[config.mk]
export PLATFORM = sky130hd
export DESIGN_NAME = wram_arbiter
export DESIGN_NICKNAME = d
export VERILOG_FILES = /design/src/rtl/wram_arbiter_pkg.sv /design/src/rtl/wram_arbiter.sv
export SDC_FILE = /design/constraint.sdc
export NUM_CORES = 1
export LEC_CHECK = 0
export ABC_AREA = 1
export CAP_MARGIN = 20
export CORE_MARGIN = 2
export CORE_UTILIZATION = 42
export CTS_BUF_LIST = sky130_fd_sc_hd__clkbuf_2
export DETAILED_ROUTE_END_ITERATION = 10
export GPL_TIMING_DRIVEN = 0
export PLACE_DENSITY = 0.84
export SLEW_MARGIN = 20
export SYNTH_ARGS = -nofsm -noshare
export SYNTH_HDL_FRONTEND = slang
export SYNTH_SLANG_ARGS = --single-unit
export TNS_END_PERCENT = 20
[constraint.sdc]
create_clock -name i_clk -period 2.5 [get_ports i_clk]
set_input_delay 0.375 -clock i_clk [delete_from_list [all_inputs] [get_ports i_clk]]
set_output_delay 0.375 -clock i_clk [all_outputs]
set_load 0.03 [all_outputs]
[src/rtl/wram_arbiter_pkg.sv]
// Shared constants and types for the NES WRAM arbiter and its BSRAM.
package wram_arbiter_pkg;

    localparam int unsigned WRAM_AW = 13;
    localparam int unsigned CPU_AW  = 22;
    localparam int unsigned RV_AW   = 23;

    localparam logic [CPU_AW-1:0] CPU_WRAM_BASE = 22'h006000;
    localparam logic [RV_AW-1:0]  RV_WRAM_BASE  = 23'h066000;

    typedef enum logic [1:0] {
        IDLE    = 2'd0,
        RV_LO   = 2'd1,
        RV_HI   = 2'd2,
        RV_DONE = 2'd3
    } wram_arb_state_t;

    typedef struct packed {
        logic [WRAM_AW-1:0] addr;
        logic [7:0]         wdata;
        logic               we;
    } cpu_req_t;

    typedef struct packed {
        logic [WRAM_AW-2:0] hw_addr;
        logic [15:0]        wdata;
        logic [1:0]         ds;
        logic               we;
    } rv_req_t;

endpackage

[src/rtl/wram_arbiter.sv]
// Byte-wide arbiter sharing the WRAM BSRAM between NES CPU strobes and RISC-V
// toggle-handshake halfword requests; CPU wins unless a WRAM load is in progress.
module wram_arbiter
    import wram_arbiter_pkg::*;
(
    input  logic               i_clk,
    input  logic               i_reset,
    input  logic [CPU_AW-1:0]  i_cpu_addr,
    input  logic               i_cpu_read,
    input  logic               i_cpu_write,
    input  logic [7:0]         i_cpu_wdata,
    output logic [7:0]         o_cpu_rdata,
    output logic               o_cpu_hit,
    output logic               o_cpu_drop,
    input  logic [RV_AW-1:0]   i_rv_addr,
    input  logic [15:0]        i_rv_wdata,
    input  logic [1:0]         i_rv_ds,
    input  logic               i_rv_we,
    input  logic               i_rv_req,
    output logic               o_rv_ack,
    output logic [15:0]        o_rv_rdata,
    output logic               o_rv_hit,
    input  logic               i_wram_load_ongoing,
    output logic [WRAM_AW-1:0] o_bsram_addr,
    output logic               o_bsram_we,
    output logic [7:0]         o_bsram_wdata,
    input  logic [7:0]         i_bsram_rdata
);

    wram_arb_state_t state_q;
    cpu_req_t        cpu_q;
    rv_req_t         rv_q;
    logic            pend_q;
    logic            rv_seen_q;
    logic            cpu_rd_q;
    logic            rv_lo_rd_q;

    logic [CPU_AW-1:0] cpu_off;
    logic [RV_AW-1:0]  rv_off;
    logic              rv_lsb_unused;
    logic              cpu_strobe;
    logic              rv_new;
    logic              rv_busy;
    logic              rv_hi_phase;
    logic              cpu_gnt;
    logic              rv_gnt;

    // Window decode: offset from base must fit in the WRAM address width.
    assign cpu_off       = i_cpu_addr - CPU_WRAM_BASE;
    assign rv_off        = i_rv_addr - RV_WRAM_BASE;
    assign rv_lsb_unused = rv_off[0];
    assign o_cpu_hit     = (cpu_off[CPU_AW-1:WRAM_AW] == '0);
    assign o_rv_hit      = (rv_off[RV_AW-1:WRAM_AW] == '0);

    assign cpu_strobe  = (i_cpu_read | i_cpu_write) & o_cpu_hit;
    assign rv_new      = (i_rv_req != rv_seen_q);
    assign rv_busy     = (state_q == RV_LO) || (state_q == RV_HI);
    assign rv_hi_phase = (state_q == RV_HI);
    assign cpu_gnt     = pend_q & (~i_wram_load_ongoing | ~rv_busy);
    assign rv_gnt      = rv_busy & ~cpu_gnt;

    // BSRAM port mux: single winner per cycle, idle drives zero.
    always_comb begin
        o_bsram_addr  = '0;
        o_bsram_we    = 1'b0;
        o_bsram_wdata = '0;
        if (cpu_gnt) begin
            o_bsram_addr  = cpu_q.addr;
            o_bsram_we    = cpu_q.we;
            o_bsram_wdata = cpu_q.wdata;
        end else if (rv_gnt) begin
            o_bsram_addr  = {rv_q.hw_addr, rv_hi_phase};
            o_bsram_we    = rv_q.we & (rv_hi_phase ? rv_q.ds[1] : rv_q.ds[0]);
            o_bsram_wdata = rv_hi_phase ? rv_q.wdata[15:8] : rv_q.wdata[7:0];
        end
    end

    always_ff @(posedge i_clk or posedge i_reset) begin
        if (i_reset) begin
            state_q     <= IDLE;
            cpu_q       <= '0;
            rv_q        <= '0;
            pend_q      <= 1'b0;
            rv_seen_q   <= 1'b0;
            cpu_rd_q    <= 1'b0;
            rv_lo_rd_q  <= 1'b0;
            o_cpu_rdata <= '0;
            o_cpu_drop  <= 1'b0;
            o_rv_ack    <= 1'b0;
            o_rv_rdata  <= '0;
        end else begin
            // One-deep CPU latch; a strobe while occupied is dropped.
            if (cpu_gnt) begin
                pend_q <= 1'b0;
            end
            if (cpu_strobe && !pend_q) begin
                pend_q      <= 1'b1;
                cpu_q.addr  <= cpu_off[WRAM_AW-1:0];
                cpu_q.wdata <= i_cpu_wdata;
                cpu_q.we    <= i_cpu_write;
            end
            o_cpu_drop <= cpu_strobe & pend_q;

            cpu_rd_q   <= cpu_gnt & ~cpu_q.we;
            rv_lo_rd_q <= rv_gnt & (state_q == RV_LO) & ~rv_q.we;
            if (cpu_rd_q) begin
                o_cpu_rdata <= i_bsram_rdata;
            end
            if (rv_lo_rd_q) begin
                o_rv_rdata[7:0] <= i_bsram_rdata;
            end

            // Toggles seen while busy stay pending until the FSM is back in IDLE.
            case (state_q)
                IDLE: begin
                    rv_seen_q <= i_rv_req;
                    if (rv_new && o_rv_hit) begin
                        rv_q.hw_addr <= rv_off[WRAM_AW-1:1];
                        rv_q.wdata   <= i_rv_wdata;
                        rv_q.ds      <= i_rv_ds;
                        rv_q.we      <= i_rv_we;
                        state_q      <= RV_LO;
                    end
                end
                RV_LO: begin
                    if (rv_gnt) begin
                        state_q <= RV_HI;
                    end
                end
                RV_HI: begin
                    if (rv_gnt) begin
                        state_q <= RV_DONE;
                    end
                end
                RV_DONE: begin
                    if (!rv_q.we) begin
                        o_rv_rdata[15:8] <= i_bsram_rdata;
                    end
                    o_rv_ack <= ~o_rv_ack;
                    state_q  <= IDLE;
                end
                default: state_q <= IDLE;
            endcase
        end
    end

endmodule

; ---- After elaboration in Yosys (flattened, before gate mapping)
; Index checks and enable logic that the tools add are counted.
; W data, S select, Z words.
[word_totals]
ff_bits = 85
latchBits = 0
ram_bits = 0
mem_bits_ro = 0
input_bits = 86
output_inout_bits = 50
elab_cells = 67
memories = 0
[op_classes]
add_sub_neg = 2
multipliers = 0
div_mod_pow = 0
n_lt_le_gt_ge = 0
n_eq_ne = 7
n_shift = 0
muxes = 14
bitwise = 16
reduce_logical = 11
[op_table]
columns = operator, n
row1 = $mux W13, 2
row2 = $mux W8, 3
row3 = $sub A23 B19 Y23 const B, 1
row4 = $sub A22 B15 Y22 const B, 1
row5 = $logic_not A10 Y1, 1
row6 = $logic_not A9 Y1, 1
row7 = $and A1 B1 Y1, 8
row8 = $pmux W2 S4, 1
row9 = $mux W2, 3
row10 = $not A1 Y1, 6
row11 = $mux W1, 5
row12 = $eq A2 B2 Y1 const B, 2
row13 = $ne A2 B2 Y1 const B, 2
row14 = $reduce_and A2 Y1, 2
row15 = $reduce_and A3 Y1, 1
row16 = $eq A2 B1 Y1 const B, 1
row17 = $logic_and A1 B1 Y1, 2
row18 = $logic_not A2 Y1, 1
row19 = $ne A2 B1 Y1 const B, 1
row20 = $or A1 B1 Y1, 2
row21 = $reduce_bool A2 Y1, 1
row22 = $logic_not A1 Y1, 1
row23 = $logic_or A1 B1 Y1, 1
row24 = $ne A1 B1 Y1, 1

; ---- Logic depth before layout (Yosys ltp)
[logic_depth]
word_depth = 9
mapped_depth = 9

; ---- Least setup slack after synthesis
; OpenSTA, ideal clock, no wires.
[synth_path]
kind = reg-to-output
startpoint = register state_q[0]
endpoint = output o_bsram_addr[0]
t_arrival_ps = 1882
required_time_ps = 2125
setup_slack_ps = 243
path_stages_with_launch = 8
path_cell_list = dfrtp_1 -> inv_1 -> ha_1 -> nand2_1 -> nand2_1 -> nand2_1 -> clkbuf_1 -> o21ai_0
[synth_between]
elab_chain_len = 9
elab_cells_between_ends = 10
cone_classes = eq/ne (2) / mux (2) / bitwise (5) / reduce/logical (1)
[synth_rtl]
columns = element, line_no
row1 = from (decl), wram_arbiter.sv:30  ; wram_arb_state_t state_q;
row2 = from (signal assigned), wram_arbiter.sv:80  ; state_q <= IDLE;
row3 = from (signal assigned), wram_arbiter.sv:122  ; state_q <= RV_LO;
row4 = from (signal assigned), wram_arbiter.sv:127  ; state_q <= RV_HI;
row5 = $eq A2 B1 Y1 or $eq A2 B2 Y1 (tied branches), "wram_arbiter.sv:57, wram_arbiter.sv:58"
row6 = $logic_or A1 B1 Y1, wram_arbiter.sv:57  ; assign rv_busy = (state_q == RV_LO) || (state_q == RV_HI);
row7 = $not A1 Y1, wram_arbiter.sv:59  ; assign cpu_gnt = pend_q & (~i_wram_load_ongoing | ~rv_busy);
row8 = $or A1 B1 Y1, wram_arbiter.sv:59
row9 = $and A1 B1 Y1, wram_arbiter.sv:59
row10 = $not A1 Y1, wram_arbiter.sv:60  ; assign rv_gnt = rv_busy & ~cpu_gnt;
row11 = $and A1 B1 Y1, wram_arbiter.sv:60
row12 = $mux W13, wram_arbiter.sv:71  ; end else if (rv_gnt) begin
row13 = $mux W13 (*), wram_arbiter.sv:67  ; if (cpu_gnt) begin
row14 = to (decl), wram_arbiter.sv:24  ; output logic [WRAM_AW-1:0] o_bsram_addr,
; Every way passes the cells marked *; elsewhere a longest branch is shown, timed or not.

; ---- Worst setup path in the final report
[layout_path]
startpoint = register state_q[0]
endpoint = output o_bsram_addr[3]
[layout_between]
elab_chain_len = 9
elab_cells_between_ends = 10
cone_classes = eq/ne (2) / mux (2) / bitwise (5) / reduce/logical (1)
[layout_rtl]
columns = element, line_no
row1 = $eq A2 B1 Y1 or $eq A2 B2 Y1 (tied branches), wram_arbiter.sv:57
row2 = $logic_or A1 B1 Y1 (*), wram_arbiter.sv:57
row3 = $not A1 Y1, wram_arbiter.sv:59
row4 = $or A1 B1 Y1, wram_arbiter.sv:59
row5 = $and A1 B1 Y1, wram_arbiter.sv:59
row6 = $not A1 Y1, wram_arbiter.sv:60
row7 = $and A1 B1 Y1, wram_arbiter.sv:60
row8 = $mux W13, wram_arbiter.sv:71
row9 = $mux W13 (*), wram_arbiter.sv:67
; Marks and branches as above.

==> impl_results.html <==
<table>
<tr><th>Metric</th><th>Value</th></tr>
<tr><th colspan="2">Status</th></tr>
<tr><td>Run status</td><td>finished clean</td></tr>
<tr><th colspan="2">Timing</th></tr>
<tr><td>Final hold vios</td><td>0</td></tr>
<tr><td>Worst slew pin tran</td><td>between 0.6 and 0.7 ns</td></tr>
<tr><td>Final setup fails</td><td>0</td></tr>
<tr><td>Slew HR</td><td>0.555</td></tr>
<tr><td>Unrepaired setup endpoints after global routing</td><td>true</td></tr>
<tr><td>Final critical-path share of the clock period</td><td>0.990</td></tr>
<tr><td>Hold Slack</td><td>between 0.2 and 0.3 ns</td></tr>
<tr><td>Setup Skew</td><td>between 0.02 and 0.03 ns</td></tr>
<tr><td>Top achievable clock speed</td><td>slightly above 400 MHz</td></tr>
<tr><td>Period minus WS final</td><td>2.48 ns</td></tr>
<tr><td>Number of slew-limit violations in the final report</td><td>0</td></tr>
<tr><th colspan="2">Synthesis</th></tr>
<tr><td>Share of synthesized cell area in and, or, nand and nor gates</td><td>0.143</td></tr>
<tr><td>Share of the synthesized area in the top cell type</td><td>0.541</td></tr>
<tr><td>Adder-cell share of the synthesized area</td><td>0.0159</td></tr>
<tr><td>Post-synthesis instance area</td><td>about 4000 sq um</td></tr>
<tr><td>Synthesized net count</td><td>~520</td></tr>
<tr><td>Xor/xnor cell area share of the yosys netlist</td><td>0.00445</td></tr>
<tr><td>Compound-gate portion of the synthesized area</td><td>0.187</td></tr>
<tr><td>Distinct cells, synth</td><td>25</td></tr>
<tr><td>Synthesis Warnings</td><td>0</td></tr>
<tr><td>Mux cell area share after synthesis</td><td>0.00286</td></tr>
<tr><td>Share of the yosys chip area belonging to registers</td><td>0.541</td></tr>
<tr><td>Dominant cell type by area after synthesis</td><td>sky130_fd_sc_hd__dfrtp_1</td></tr>
<tr><td>Largest family of logic cells by synthesized area</td><td>compound AO/OA/AOI/OAI gates</td></tr>
<tr><td>Post-synthesis instance total</td><td>~430</td></tr>
<tr><td>Top cells by area, synth</td><td>sky130_fd_sc_hd__dfrtp_1 (54%), sky130_fd_sc_hd__nand2_1 (9.3%), sky130_fd_sc_hd__inv_1 (7.2%), sky130_fd_sc_hd__o21ai_2 (6.9%), sky130_fd_sc_hd__a21oi_1 (3.3%)</td></tr>
<tr><td>Synthesized area per cell</td><td>9.08 sq um</td></tr>
<tr><td>Count of state elements after synthesis</td><td>85</td></tr>
<tr><th colspan="2">Global routing</th></tr>
<tr><td>GRT Total Usage</td><td>0.208</td></tr>
<tr><td>Number of global-route vias before repair</td><td>3561</td></tr>
<tr><td>Global-route wire length before repair</td><td>16400 um</td></tr>
<tr><td>Number of antenna violations at the first check in global routing</td><td>0</td></tr>
<tr><td>Largest net degree at the start of global routing</td><td>37</td></tr>
<tr><td>Overflow left after global routing</td><td>0</td></tr>
<tr><th colspan="2">Placement</th></tr>
<tr><td>Number of buffer cells added on primary ports</td><td>134</td></tr>
<tr><td>Placer congestion estimate</td><td>between 0.7 and 0.8</td></tr>
<tr><td>Number of placed cells counting well taps</td><td>680</td></tr>
<tr><td>HPWL reported at the end of detailed placement</td><td>between 7000 and 8000 um</td></tr>
<tr><th colspan="2">Pwr</th></tr>
<tr><td>Register share of total power</td><td>0.376</td></tr>
<tr><td>Switching power summed over all nets</td><td>between 1500 and 2000 uW</td></tr>
<tr><td>Combinational Power Share</td><td>0.469</td></tr>
<tr><td>Power density over cell area</td><td>a little over 800 nW/um^2</td></tr>
<tr><td>Static leakage</td><td>0.00285 uW</td></tr>
<tr><td>Net Sw Frac</td><td>0.402</td></tr>
<tr><td>Worst IR Drop VDD</td><td>around 0.47 mV</td></tr>
<tr><td>Pint</td><td>~2800 uW</td></tr>
<tr><td>Clock group share of total power</td><td>0.156</td></tr>
<tr><th colspan="2">Clocking</th></tr>
<tr><td>Number of buffers on the longest clock path</td><td>2</td></tr>
<tr><td>Number of buffers created by CTS</td><td>9</td></tr>
<tr><td>Clock root buffer master</td><td>sky130_fd_sc_hd__clkbuf_2</td></tr>
<tr><td>CTS clock-pin slew for the worst setup and hold paths</td><td>0.25 ns</td></tr>
<tr><td>Skew-Pair Late Insertion Delay</td><td>0.51 ns</td></tr>
<tr><td>Clk sinks</td><td>85</td></tr>
<tr><td>H-tree levels</td><td>3</td></tr>
<tr><td>TritonCTS clock tree</td><td>done</td></tr>
<tr><th colspan="2">Floorplanning</th></tr>
<tr><td>Overall die height</td><td>101 um</td></tr>
<tr><td>Width of the chip</td><td>between 100 and 150 um</td></tr>
<tr><td>Area of the core</td><td>roughly 9200 sq um</td></tr>
<tr><td>Initial Utilization</td><td>0.430</td></tr>
<tr><td># rows</td><td>35</td></tr>
<tr><td>Die outline area</td><td>just over 10000 sq um</td></tr>
<tr><td>Count of pins on the block boundary</td><td>between 100 and 150</td></tr>
<tr><th colspan="2">Worst hold path</th></tr>
<tr><td>Worst hold-check path type</td><td>primary input to asynchronous set/reset pin</td></tr>
<tr><th colspan="2">Worst setup path</th></tr>
<tr><td>Worst setup SP type</td><td>flip-flop</td></tr>
<tr><td>Largest driver fanout on the critical path</td><td>5</td></tr>
<tr><td>Worst Setup End Kind</td><td>output port</td></tr>
<tr><td>Worst R2R Start</td><td>state_q[1]$_DFFE_PP0P_</td></tr>
<tr><td>Data arrival time of the worst path</td><td>2.10 ns</td></tr>
<tr><td>Crit Path Class</td><td>flip-flop to output port</td></tr>
<tr><td>Required time reported for the critical path endpoint</td><td>about 2.1 ns</td></tr>
<tr><td>Critical Path Start</td><td>state_q[0]$_DFFE_PP0P_</td></tr>
<tr><th colspan="2">Drt</th></tr>
<tr><td>First drt pass iteration count</td><td>5</td></tr>
<tr><td>First-iteration detailed-routing DRC count</td><td>109</td></tr>
<tr><td>Post-route DRC</td><td>0</td></tr>
<tr><td>Detailed-route via count</td><td>roughly 3500</td></tr>
<tr><td>Detail-routed via count per cell</td><td>slightly below 5</td></tr>
<tr><td>ANT nets after route</td><td>0</td></tr>
<tr><td>Total wire length</td><td>10200 um</td></tr>
<tr><td>DR WL/cell</td><td>14.5 um</td></tr>
<tr><th colspan="2">Finish</th></tr>
<tr><td>Number of filler instances in the final layout</td><td>approximately 760</td></tr>
<tr><td>Post-Layout Cell Count</td><td>704</td></tr>
<tr><td>Storage cell area</td><td>around 2100 sq um</td></tr>
<tr><td>Share of the core filled with cells</td><td>0.632</td></tr>
<tr><td>Fraction of layout instances using a drive strength above 1</td><td>0.204</td></tr>
<tr><td>Area grow syn2layout</td><td>47.1%</td></tr>
<tr><td>Number of antenna cells inserted</td><td>0</td></tr>
<tr><td>Area taken by multi-input logic gates</td><td>between 1000 and 1500 sq um</td></tr>
<tr><td>Final net count</td><td>between 600 and 700</td></tr>
<tr><th colspan="2">Flow run</th></tr>
<tr><td>Max Cap Violations</td><td>0</td></tr>
</table>
==> worst max-delay path, cell delays in order, from the launching register on <==
cell and delay, ns:
sky130_fd_sc_hd__dfrtp_1 0.46, sky130_fd_sc_hd__inv_2 0.12, sky130_fd_sc_hd__ha_4 0.22, sky130_fd_sc_hd__buf_4 0.15, sky130_fd_sc_hd__nand2_4 0.09, sky130_fd_sc_hd__inv_4 0.05
sky130_fd_sc_hd__buf_6 0.13, sky130_fd_sc_hd__a22o_1 0.22, sky130_fd_sc_hd__buf_6 0.14
==> what timing repair did <==
action	4_1_cts	5_1_grt
resized for setup	165	18
setup endpoints to repair	22	21
hold endpoints to repair	0	0
setup buffers	5	2
pin swaps	3	6
cloned	1	0
hold buffers	0	0
==> stage by stage <==
step	setup WS (ns)	area [sq um]	setup TNS, ns	power (uW)
after floorplan	0.243	3940	0	2850
after global placement	-0.336	5420	-5.58	3560
after detailed placement	-0.310	5470	-5.58	3640
after CTS	0.0000631	5690	0	4600
after global routing	-0.0852	5790	-1.00	5000
final	0.0239	5790	0	4730
==> cell usage in the layout, fill, tap and decap left out, drive strengths merged, types with 3 or more instances in the layout <==
master         count
nor2              27
clkinv             4
a21oi             26
ha                 5
dfrtp             85
buf               43
a21o               8
a22o              12
or2                3
inv               76
clkbuf            17
nand3              5
clkdlybuf4s50    112
o21ai             63
nand2             97
==> final cells by class <==
| class | count | area share |
|---|---|---|
| flip-flops and latches | 85 | 0.367 |
| repair buffers | 144 | 0.253 |
| clock buffers | 9 | 0.00778 |
| well taps | 111 | 0.0240 |
| multi-input cells | 252 | 0.252 |
| inverters | 76 | 0.0510 |
| plain buffers | 20 | 0.0313 |
| clock inverters | 7 | 0.0128 |
==> per-layer routing <==
metal / global-route usage / vias up / wire, um
met5: 0 / - / 0
met3: 0.0333 / 12 / 502
li1: - / 1669 / -
met4: 0.0717 / 0 / 131
met2: 0.371 / 117 / 5250
met1: 0.253 / 1652 / 4300
==> registers in the layout, indices dropped and copies added, names as in the netlist <==
signal	cells
cpu_rd_q	1
o_rv_rdata	16
o_cpu_drop	1
rv_lo_rd_q	1
pend_q	1
cpu_q	22
o_rv_ack	1
o_cpu_rdata	8
rv_q	31
state_q	2
rv_seen_q	1
==> final timing paths <==
path                                         endpoint  slack [ns]  cells past startpoint
setup reg to reg           o_rv_rdata[13]$_DFFE_PP0P_        0.87                      5
hold / removal                   cpu_q[9]$_DFFE_PP0P_        0.26                      2
max in group asynchronous        rv_q[22]$_DFFE_PP0P_        1.62                      3
setup / recovery                      o_bsram_addr[3]        0.02                      8
hold reg to reg                  o_rv_ack$_DFFE_PP0N_        0.48                      1
min in group i_clk              cpu_q[15]$_DFFE_PP0P_        0.35                      3
==> power by group through the flow <==
stage                     Combinational (uW)  Sequential [uW]  Clock (uW)
final                                   2220             1780         736
after global placement                  1770             1790           0
after CTS                               2070             1780         750
after global routing                    2390             1810         800
after floorplan                          681             2170           0
after detailed placement                1830             1810           0
==> cells in the mapped netlist <==
cell type / instances
sky130_fd_sc_hd__nand3b_1: 2
sky130_fd_sc_hd__clkbuf_2: 1
sky130_fd_sc_hd__nand3_4: 2
sky130_fd_sc_hd__mux2_2: 1
sky130_fd_sc_hd__clkinv_1: 1
sky130_fd_sc_hd__xor2_1: 2
sky130_fd_sc_hd__buf_6: 7
sky130_fd_sc_hd__o21ai_2: 31
sky130_fd_sc_hd__nor2_4: 1
sky130_fd_sc_hd__nand2_1: 97
sky130_fd_sc_hd__nand3_1: 3
sky130_fd_sc_hd__a21o_1: 8
sky130_fd_sc_hd__or2_2: 3
sky130_fd_sc_hd__a22o_1: 12
sky130_fd_sc_hd__dfrtp_1: 85
sky130_fd_sc_hd__o21ai_1: 12
sky130_fd_sc_hd__a21oi_1: 26
sky130_fd_sc_hd__nor2_2: 2
sky130_fd_sc_hd__inv_1: 75
sky130_fd_sc_hd__clkbuf_1: 9
sky130_fd_sc_hd__buf_2: 3
sky130_fd_sc_hd__o2111ai_1: 1
sky130_fd_sc_hd__o21ai_0: 20
sky130_fd_sc_hd__nor2_1: 24
sky130_fd_sc_hd__ha_1: 5
==> cell families (layout without fill, tap and decap cells) <==
group / count (synthesis) / after routing
muxes: 1 / 1
AOI/OAI and AO/OA: 110 / 110
adders and majority gates: 5 / 5
buffers and inverters: 96 / 256
DFF: 85 / 85
and+or+nand+nor: 134 / 134
xor gates and xnor gates: 2 / 2
Note: power is estimated with default switching activity, not from simulation.
